## config.mk

```make
export PLATFORM = sky130hd
export DESIGN_NAME = intc
export DESIGN_NICKNAME = d
export VERILOG_FILES = /design/src/rtl/intc.sv
export SDC_FILE = /design/constraint.sdc
export NUM_CORES = 1
export LEC_CHECK = 0
export ABC_AREA = 1
export BUFFER_PORTS_ARGS = -buffer_cell sky130_fd_sc_hd__buf_2
export CAP_MARGIN = 40
export CORE_AREA = 3 3 86 88
export DETAILED_ROUTE_END_ITERATION = 6
export DIE_AREA = 0 0 89 91
export GPL_ROUTABILITY_DRIVEN = 0
export PLACE_DENSITY_LB_ADDON = 0.25
export REMOVE_ABC_BUFFERS = 1
export SLEW_MARGIN = 20
export SYNTH_ARGS = -nofsm -noshare
export SYNTH_HDL_FRONTEND = slang
export SYNTH_SLANG_ARGS = --single-unit
```

## constraint.sdc

```tcl
create_clock -name clk -period 1.8 [get_ports clk]
set_clock_uncertainty 0.1 [all_clocks]
set_input_delay 0.36 -clock clk [delete_from_list [all_inputs] [get_ports clk]]
set_output_delay 0.36 -clock clk [all_outputs]
set_load 0.02 [all_outputs]
```

## src/rtl/intc.sv

```systemverilog
// Trap/interrupt sequencer: accepts ecall/ebreak/mret/irq from EX, holds
// the pipeline, writes mepc/mstatus/mcause one per cycle, then redirects.
// Ports: clk, rst (sync, active-high); ex_* from EX; irq_i level irq;
//   csr_*_i current CSR values; csr_intc_* CSR write port; hold_o stall;
//   int_jump_o/int_addr_o one-cycle redirect.
module intc #(
  parameter logic [31:0] CAUSE_ECALL   = 32'd11,
  parameter logic [31:0] CAUSE_EBREAK  = 32'd3,
  parameter logic [31:0] CAUSE_EXT_IRQ = 32'h8000000B
) (
  input  logic        clk,
  input  logic        rst,
  input  logic        ex_valid_i,
  input  logic [31:0] ex_pc_i,
  input  logic        ex_ecall_i,
  input  logic        ex_ebreak_i,
  input  logic        ex_mret_i,
  input  logic        irq_i,
  input  logic [31:0] csr_mtvec_i,
  input  logic [31:0] csr_mepc_i,
  input  logic [31:0] csr_mstatus_i,
  output logic [11:0] csr_intc_addr_o,
  output logic [31:0] csr_intc_data_o,
  output logic        csr_intc_we_o,
  output logic        hold_o,
  output logic        int_jump_o,
  output logic [31:0] int_addr_o
);

  localparam logic [11:0] CSR_MSTATUS = 12'h300;
  localparam logic [11:0] CSR_MEPC    = 12'h341;
  localparam logic [11:0] CSR_MCAUSE  = 12'h342;

  typedef enum logic [2:0] {
    IDLE, W_MEPC, W_MSTATUS, W_MCAUSE, W_MRET, JUMP
  } state_e;

  state_e      state_q, state_d;
  logic [31:0] epc_q, epc_d;
  logic [31:0] cause_q, cause_d;
  logic        mret_q, mret_d;

  logic [31:0] ms;
  logic        mie;
  logic        tk_ecall, tk_ebreak, tk_mret, tk_irq;
  logic        unused;

  assign ms     = csr_mstatus_i;
  assign mie    = ms[3];
  assign unused = ^csr_mtvec_i[1:0];

  // Priority-resolved accept requests, only meaningful in IDLE
  assign tk_ecall  = ex_valid_i & ex_ecall_i;
  assign tk_ebreak = ex_valid_i & ~ex_ecall_i & ex_ebreak_i;
  assign tk_mret   = ex_valid_i & ~ex_ecall_i & ~ex_ebreak_i
                   & ex_mret_i;
  assign tk_irq    = ex_valid_i & ~ex_ecall_i & ~ex_ebreak_i
                   & ~ex_mret_i & irq_i & mie;

  always_comb begin
    state_d         = state_q;
    epc_d           = epc_q;
    cause_d         = cause_q;
    mret_d          = mret_q;
    csr_intc_we_o   = 1'b0;
    csr_intc_addr_o = 12'h000;
    csr_intc_data_o = 32'h0;
    hold_o          = 1'b0;
    int_jump_o      = 1'b0;
    int_addr_o      = 32'h0;
    unique case (state_q)
      IDLE: begin
        unique case (1'b1)
          tk_ecall: begin
            hold_o  = 1'b1;
            state_d = W_MEPC;
            epc_d   = ex_pc_i;
            cause_d = CAUSE_ECALL;
            mret_d  = 1'b0;
          end
          tk_ebreak: begin
            hold_o  = 1'b1;
            state_d = W_MEPC;
            epc_d   = ex_pc_i;
            cause_d = CAUSE_EBREAK;
            mret_d  = 1'b0;
          end
          tk_mret: begin
            hold_o  = 1'b1;
            state_d = W_MRET;
            mret_d  = 1'b1;
          end
          tk_irq: begin
            hold_o  = 1'b1;
            state_d = W_MEPC;
            epc_d   = ex_pc_i;
            cause_d = CAUSE_EXT_IRQ;
            mret_d  = 1'b0;
          end
          default: ;
        endcase
      end
      W_MEPC: begin
        hold_o          = 1'b1;
        csr_intc_we_o   = 1'b1;
        csr_intc_addr_o = CSR_MEPC;
        csr_intc_data_o = epc_q;
        state_d         = W_MSTATUS;
      end
      W_MSTATUS: begin
        hold_o          = 1'b1;
        csr_intc_we_o   = 1'b1;
        csr_intc_addr_o = CSR_MSTATUS;
        // MPIE <= MIE, MIE <= 0
        csr_intc_data_o = {ms[31:8], ms[3], ms[6:4],
                           1'b0, ms[2:0]};
        state_d         = W_MCAUSE;
      end
      W_MCAUSE: begin
        hold_o          = 1'b1;
        csr_intc_we_o   = 1'b1;
        csr_intc_addr_o = CSR_MCAUSE;
        csr_intc_data_o = cause_q;
        state_d         = JUMP;
      end
      W_MRET: begin
        hold_o          = 1'b1;
        csr_intc_we_o   = 1'b1;
        csr_intc_addr_o = CSR_MSTATUS;
        // MIE <= MPIE, MPIE <= 1
        csr_intc_data_o = {ms[31:8], 1'b1, ms[6:4],
                           ms[7], ms[2:0]};
        state_d         = JUMP;
      end
      JUMP: begin
        hold_o     = 1'b1;
        int_jump_o = 1'b1;
        int_addr_o = mret_q ? csr_mepc_i
                            : {csr_mtvec_i[31:2], 2'b00};
        state_d    = IDLE;
      end
      default: state_d = IDLE;
    endcase
    // Reset aborts the sequence in the same cycle
    if (rst) begin
      csr_intc_we_o   = 1'b0;
      csr_intc_addr_o = 12'h000;
      csr_intc_data_o = 32'h0;
      hold_o          = 1'b0;
      int_jump_o      = 1'b0;
      int_addr_o      = 32'h0;
    end
  end

  always_ff @(posedge clk) begin
    if (rst) begin
      state_q <= IDLE;
      epc_q   <= 32'h0;
      cause_q <= 32'h0;
      mret_q  <= 1'b0;
    end else begin
      state_q <= state_d;
      epc_q   <= epc_d;
      cause_q <= cause_d;
      mret_q  <= mret_d;
    end
  end

endmodule

```

==> results of run 1 <==
-- layer usage --
| metal | global-route usage | wire, um | vias to the layer above |
|---|---|---|---|
| met5 | 0 | 0 | - |
| met4 | 0.05707 | 465 | 0 |
| met3 | 0.05717 | 1197 | 38 |
| met2 | 0.4400 | 6338 | 203 |
| met1 | 0.2361 | 4259 | 1789 |
| li1 | - | - | 1905 |
-- state kept, by name, indices dropped and copies added (netlist names) --
| name | cells |
|---|---|
| state_q | 3 |
| mret_q | 1 |
| cause_q | 3 |
| epc_q | 32 |
-- path summary, 6_finish.rpt --
kind	from	endpoint	depth (start not counted)
worst max register to register	state_q[1]	epc_q[17]	10
worst min-delay path	ex_pc_i[1]	epc_q[1]	3
worst min register to register	cause_q[1]	cause_q[1]	2
worst max-delay path	state_q[2]	csr_intc_data_o[27]	9
-- worst max-delay path: stages (launching register included) --
cell,delay (ps)
dfxtp_2,350
inv_4,90
nand2_4,50
nor2_4,100
inv_2,60
nand2_4,130
clkbuf_16,180
nand2_1,70
a21oi_2,130
buf_4,150
-- report_power, final --
group / switching [uW] / internal, uW / leakage (uW)
logic: 2460 / 1960 / 0.00215
registers: 212 / 1180 / 0.000323
clock network: 314 / 273 / 0.0000422
-- stage by stage --
stage | hold slack (ps) | std cells | power (uW) | util
2_1_floorplan | 329.1 | 459 | 3118 | -
3_3_place_gp | 343.1 | 758 | 4168 | 0.5700
3_5_place_dp | 347.9 | 758 | 4237 | 0.5700
4_1_cts | 186.7 | 777 | 5778 | 0.6514
5_1_grt | 191.0 | 785 | 6845 | 0.7553
6_report | 191.7 | 785 | 6405 | 0.7553
-- what timing repair did --
action | CTS | global route
buffers inserted | 10 | 3
pin swaps | 6 | 16
cloned | 2 | 7
resized for setup | 116 | 138
setup endpoints to repair | 69 | 70
endpoints found under the hold margin | 0 | 0
-- synth_stat cells (all sizes together) --
cell type	n	share of area
nor3	2	0.0037
o211ai	1	0.0028
conb	1	0.0014
nor2	78	0.11
nand3	7	0.015
inv	48	0.067
buf	28	0.060
nor3b	2	0.0056
clkbuf	10	0.014
nand2	198	0.28
dfxtp	39	0.29
nand3b	1	0.0028
nand4	2	0.0047
a21oi	73	0.14
o21ai	1	0.0019
-- cell type report --
cell class	count	share of cell area
Tap cell	80	0.01972
Timing Repair Buffer	238	0.3600
Multi-Input combinational cell	372	0.4103
Clock buffer	7	0.01504
Inverter	48	0.03846
Sequential cell	39	0.1556
Clock inverter	1	0.0009862
-- cell families (layout without fill, tap and decap cells) --
kind of cell | Yosys count | after routing | synth area share
and+or+nand+nor | 290 | 290 | 0.4234
buffers and inverters | 86 | 294 | 0.1415
AOI/OAI and AO/OA | 75 | 75 | 0.1415
DFF | 39 | 39 | 0.2923
other | 1 | 7 | 0.001404
==> flow_summary.toml, run 1 <==
[status]
status = "complete, but fails checks"
violations = "setup timing"

[floorplan]
start_util = 0.3976
row_count = 30
die_height_um = 91
die-area_sq_um = 8099
core_sq_um = 6719
io_pins = 214
die_w_um = 89

[pwr]
power.leakage_uw = 0.002517
power_density_nw_per_um2 = 1262
vdd_drop_max_v = 0.0007475

[cts]
clk_pin_slew_ps = 80
clkLatencyLatePin_ps = 290
clock-sinks = 39
cts_tree = "yes"
postCtsHoldBufs = 0
cts_buffers = 5
clockBufferDepth = 2
cts_root_buf = "clkbuf_8"
htreeDepth = 2

[route]
drt_pass1_iterations = 4
vias_per_cell = 5.013
antenna_left = 0
routedWlPerCell_um = 15.62
drt-total-wl_um = 12260
drc = 0
first_iter_violations = 132
vias = 3935

[synth]
synth.distinct_cells = 21
ys_seq_area_frac = 0.2923
syn_area_per_cell_sq_um = 5.441
yosysWarnings = 0
syn-cell-area_sq_um = 2671
syn_inst = 491
ys_ff_latch = 39

[min_path]
hold_path.class = "in2reg"

[critical_path]
reg2reg_slack_ps = 120
cp_data_required_time_ps = 1340
cp.arrival_ps = 1590
critPathKind = "reg2out"
end_kind = "output pin"
crit_fanout = 7
start_kind = "flip-flop"

[timing]
fmax_mhz = 486.9
fin_crit_sh = 1.141
setup_ws_ps = -253.7
finalHoldViolations = 0
tns_ps = -13300
rsz0062_at_grt = "yes"
min_period_ps = 2054
finalMaxSlewViolations = 0
setup_viol = 69

[grt]
grt_max_degree = 41
grt_usage = 0.2277
first_global_vias = 3287
antenna_found_initial = 0
grt_pass1_wl_um = 14840
grt.overflow.total = 0

[job]
drv_cap = 0

[final_layout]
finalInstanceArea_sq_um = 5075
final_nets = 839
fillerInstances = 509
antenna_cells = 0
final_cell_mix = "nand2_1 (174), buf_2 (135), nor2_1 (73)"
seqCellArea_sq_um = 789.5
drive_gt1_frac = 0.5050
syn_to_final_growth_pct = 89.98
layout_commonest_cell = "nand2_1"
multi_input_comb_area_sq_um = 2082

[place]
dp_hpwl_um = 6838
port_buffers = 204
dp_slack_ps = -1.857
dpl_cell_area_sq_um = 3830
No activity file was read; power rests on OpenSTA's default activity.
==> inputs of run 2 (changes only) <==
--- a/config.mk
+++ b/config.mk
@@ -12,8 +12,10 @@
 export DETAILED_ROUTE_END_ITERATION = 6
 export DIE_AREA = 0 0 89 91
 export GPL_ROUTABILITY_DRIVEN = 0
+export GPL_TIMING_DRIVEN = 0
 export PLACE_DENSITY_LB_ADDON = 0.25
 export REMOVE_ABC_BUFFERS = 1
+export SETUP_SLACK_MARGIN = 0.4
 export SLEW_MARGIN = 20
 export SYNTH_ARGS = -nofsm -noshare
 export SYNTH_HDL_FRONTEND = slang
==> run 2 against run 1 <==
  * The flow still finishes with violations (setup timing)
  * Sequential power hardly changed
  * Die area unchanged
  * Critical path depth down 1
  * Maximum frequency shrank 3.2%
  * Register-to-register slack worse by 140 ps
  * Setup slack worse by 69 ps
  * Critical path type unchanged
  * Critical endpoint is now csr_intc_data_o[13]
  * Largest cell class unchanged
  * Highest routed layer unchanged
==> flow_summary.toml, run 2 (synthesis gave the netlist of run 1 again) <==
[final_layout]
fillerInstances = 461
syn_to_final_growth_pct = 101.8
stdcell_count = 817
final_cell_mix = "nand2_1 (165), buf_2 (133), buf_4 (73)"
layout_commonest_cell = "nand2_1"
antenna_cells = 0
seqCellArea_sq_um = 795.8
regMostFlops = "epc_q"
final_nets = 871
largestRegisters = "epc_q: 32 flops, cause_q: 3 flops, state_q: 3 flops"
drive_gt1_frac = 0.5251
multi_input_comb_area_sq_um = 2176
largest_reg_flops = 32

[floorplan]
die-area_sq_um = 8099
die_height_um = 91
io_pins = 214
core_sq_um = 6719
die_w_um = 89
start_util = 0.3976
row_count = 30

[critical_path]
cp_data_required_time_ps = 1340
end_kind = "output pin"
critPathKind = "reg2out"
reg2reg_slack_ps = -20
cpPeakStageDelay_ps = 390
start_kind = "flip-flop"
slowest_stage = "dfxtp_4"
crit_family = "buffers and inverters"
crit_buf_inv = 4
cp_cell_sequence = "buf_4, nand3_4, nand2_4, buf_12, buf_12, nand2_1, a21oi_2, buf_4"
crit_fanout = 7
cp.arrival_ps = 1660

[grt]
grt_max_degree = 42
grt.overflow.total = 0
grt_usage = 0.2780
first_global_vias = 3702
grt_pass1_wl_um = 17830
antenna_found_initial = 0

[route]
vias_per_cell = 5.119
vias = 4182
routedWlPerCell_um = 16.62
first_iter_violations = 173
drt_pass1_iterations = 6
antenna_left = 0
drt-total-wl_um = 13580
drc = 0

[pwr]
vdd_drop_max_v = 0.001065
power_density_nw_per_um2 = 1555
power.leakage_uw = 0.002674

[timing]
setup_ws_ps = -322.2
max_slew_margin = 0.5563
finalHoldViolations = 0
fmax_mhz = 471.2
setup_viol = 74
fin_crit_sh = 1.179
worst_pin_slew_ps = 665.5
tns_ps = -17220
min_period_ps = 2122
rsz0062_at_grt = "yes"
finalMaxSlewViolations = 0

[cts]
clk_pin_slew_ps = 90
clockBufferDepth = 2
cts_tree = "yes"
htreeDepth = 2
postCtsHoldBufs = 0
cts_root_buf = "clkbuf_8"
clock-sinks = 39
cts_buffers = 5
clkLatencyLatePin_ps = 290

[place]
port_buffers = 204
placed_cells = 747
dp_hpwl_um = 6776

[status]
status = "complete, but fails checks"
violations = "setup timing"

[min_path]
hold_path.class = "in2reg"

[job]
drv_cap = 0
run 2: path summary, 6_finish.rpt:
kind | from | to | depth (start not counted)
worst max-delay path | state_q[2] | csr_intc_data_o[13] | 8
worst min register to register | cause_q[1] | cause_q[1] | 2
worst max register to register | state_q[1] | epc_q[29] | 11
worst min-delay path | ex_pc_i[23] | epc_q[23] | 3
run 2: per-layer routing:
layer  track usage  wire, um
met4        0.1266       687
met1        0.3044      4715
met2        0.5012      6963
met5             0         0
met3       0.05445      1213
run 2: power breakdown:
group	internal, uW	total, uW	switching, uW
logic	3000	6180	3180
clock network	449	792	343
registers	1190	1410	226
total	4640	8380	3740
run 2: layout make-up:
class | count | area share
timing repair buffer | 258 | 0.3675
tap | 80 | 0.01857
clock buffer | 6 | 0.01532
sequential | 39 | 0.1476
timing repair inverter | 2 | 0.002786
inverter | 48 | 0.03807
clock inverter | 2 | 0.006500
multi-input combinational | 382 | 0.4037
run 2: worst min-delay path, delay by kind of cell:
kind                   cells  cell delay (ps)
AND/OR/NAND/NOR            2               90
buffers and inverters      1               80
run 2: repair_timing:
item | in CTS | in global routing
setup endpoints to repair | 110 | 110
cloned | 14 | 5
buffers inserted | 33 | 10
pin swaps | 44 | 39
gates resized for setup | 157 | 115
run 2: metrics by stage:
step / area (sq um) / hold WS [ps] / worst slack, ps / total power (uW) / util
6_report: 5390 / 169.1 / -322.2 / 8382 / 0.8022
5_1_grt: 5390 / 172.6 / -392.4 / 8803 / 0.8022
4_1_cts: 4786 / 161.5 / -301.0 / 6921 / 0.7123
3_5_place_dp: 3697 / 347.9 / -1160 / 4027 / 0.5503
3_3_place_gp: 3617 / 343.1 / -1376 / 3852 / 0.5384
2_1_floorplan: 2496 / 329.1 / -585.7 / 3118 / -
==> inputs of run 3 (changes only) <==
--- a/config.mk
+++ b/config.mk
@@ -13,6 +13,7 @@
 export DIE_AREA = 0 0 89 91
 export GPL_ROUTABILITY_DRIVEN = 0
 export GPL_TIMING_DRIVEN = 0
+export MAX_ROUTING_LAYER = met4
 export PLACE_DENSITY_LB_ADDON = 0.25
 export REMOVE_ABC_BUFFERS = 1
 export SETUP_SLACK_MARGIN = 0.4
==> constraint.sdc (replaced) <==
create_clock -name clk -period 2 [get_ports clk]
set_clock_uncertainty 0.1 [all_clocks]
set_input_delay 0.4 -clock clk [delete_from_list [all_inputs] [get_ports clk]]
set_output_delay 0.4 -clock clk [all_outputs]
set_load 0.02 [all_outputs]
==> run 3 against run 2 <==
  * The flow still finishes with violations (setup timing)
  * First-iteration DRC count increased by 6.4%
  * Critical path type unchanged
  * Largest power group unchanged
  * Routed wire length increased by 3.3%
  * Power decreased by 11%
  * Count of clock-buffer cells in the layout unchanged
  * Register-to-register slack about the same
==> flow_summary.toml, run 3 (synthesis gave the netlist of run 1 again) <==
[final_layout]
seqCellArea_sq_um = 795.8
largest_reg_flops = 32
regMostFlops = "epc_q"
drive_gt1_frac = 0.5771
syn_to_final_growth_pct = 109.2
final_cell_mix = "nand2_1 (142), buf_2 (133), nor2_1 (60)"
finalInstanceArea_sq_um = 5588
layout_commonest_cell = "nand2_1"
fillerInstances = 417
multi_input_comb_area_sq_um = 2268
largestRegisters = "epc_q: 32 flops, cause_q: 3 flops, state_q: 3 flops"
final_nets = 867
antenna_cells = 0

[cts]
clock-sinks = 39
cts_buffers = 5
clockBufferDepth = 2
clk_pin_slew_ps = 90
cts_root_buf = "clkbuf_8"
cts_tree = "yes"
postCtsHoldBufs = 0
clkLatencyLatePin_ps = 290
htreeDepth = 2

[status]
status = "complete, but fails checks"
violations = "setup timing"

[floorplan]
die_height_um = 91
die_w_um = 89
die-area_sq_um = 8099
core_sq_um = 6719
io_pins = 214
start_util = 0.3976
row_count = 30

[pwr]
power.leakage_uw = 0.002754
vdd_drop_max_v = 0.0008758
power_density_nw_per_um2 = 1343

[grt]
grt_usage = 0.2640
grt_pass1_wl_um = 16590
grt.overflow.total = 0
antenna_found_initial = 0
first_global_vias = 3481
grt_max_degree = 42

[critical_path]
cp_data_required_time_ps = 1500
reg2reg_slack_ps = -10
end_kind = "output pin"
start_kind = "flip-flop"
critPathKind = "reg2out"
cp.arrival_ps = 1670
crit_fanout = 7

[timing]
fin_crit_sh = 1.086
rsz0062_at_grt = "yes"
finalHoldViolations = 0
worst_pin_slew_ps = 501.5
setup_viol = 69
min_period_ps = 2172
fmax_mhz = 460.3
setup_ws_ps = -172.3
finalMaxSlewViolations = 0
max_slew_margin = 0.6657
whs_ps = 223.0

[place]
port_buffers = 204
dp_hpwl_um = 6776
dpl_cell_area_sq_um = 3697

[route]
vias = 4198
routedWlPerCell_um = 17.25
first_iter_violations = 184
drt-total-wl_um = 14020
drc = 0
drt_pass1_iterations = 5
antenna_left = 0
vias_per_cell = 5.164

[job]
drv_cap = 0

[min_path]
hold_path.class = "in2reg"
run 3: area by class of cell:
class,count,share of cell area
multi-input combinational,379,0.4060
timing repair buffer,258,0.3728
sequential,39,0.1424
inverter,48,0.03851
tap,80,0.01791
clock buffer,6,0.01478
clock inverter,2,0.006270
timing repair inverter,1,0.001343
run 3: final timing paths:
path,cells after the start,end,from
max,10,csr_intc_data_o[20],state_q[2]
max reg2reg,15,state_q[2],state_q[1]
min,3,epc_q[28],ex_pc_i[28]
min reg2reg,2,cause_q[1],cause_q[1]
run 3: power by group:
part	internal (uW)	switching, uW	total, uW
clock	404	305	709
sequential	1070	239	1310
combinational	2640	2850	5490
run 3: repair_timing:
item                       CTS  global route
setup buffers               34             9
resized for setup          118           213
gates cloned                 6             9
setup endpoints to repair  110           110
pin swaps                   15            20
run 3: worst max-delay path, stage by stage (launching register included):
cell and delay (ps):
dfxtp_4 370, inv_6 80, nand2_4 50, nor2_4 90, inv_2 60, nand2_4 80, buf_12 130, buf_12 130
nand2_2 60, a21oi_2 170, buf_6 140
run 3: stage by stage:
stage	power, uW	TNS (ps)	instances	setup WS [ps]	util
final	7502	-6763	813	-172.3	0.8317
after detailed placement	3624	-35420	747	-1040	0.5503
after global placement	3466	-65880	743	-1256	0.5384
after global routing	7877	-11220	813	-226.5	0.8317
after floorplan	2807	-11650	459	-425.7	-
after CTS	5779	-5480	795	-141.1	0.6803
run 3: metal layers:
layer / global-route usage / up-vias / share of wire / routed length, um
met1: 0.2881 / 1928 / 0.35 / 4943
li1: - / 1977 / - / -
met2: 0.4691 / 244 / 0.53 / 7377
met5: - / - / 0 / 0
met4: 0.09801 / 0 / 0.038 / 533
met3: 0.04537 / 49 / 0.083 / 1169
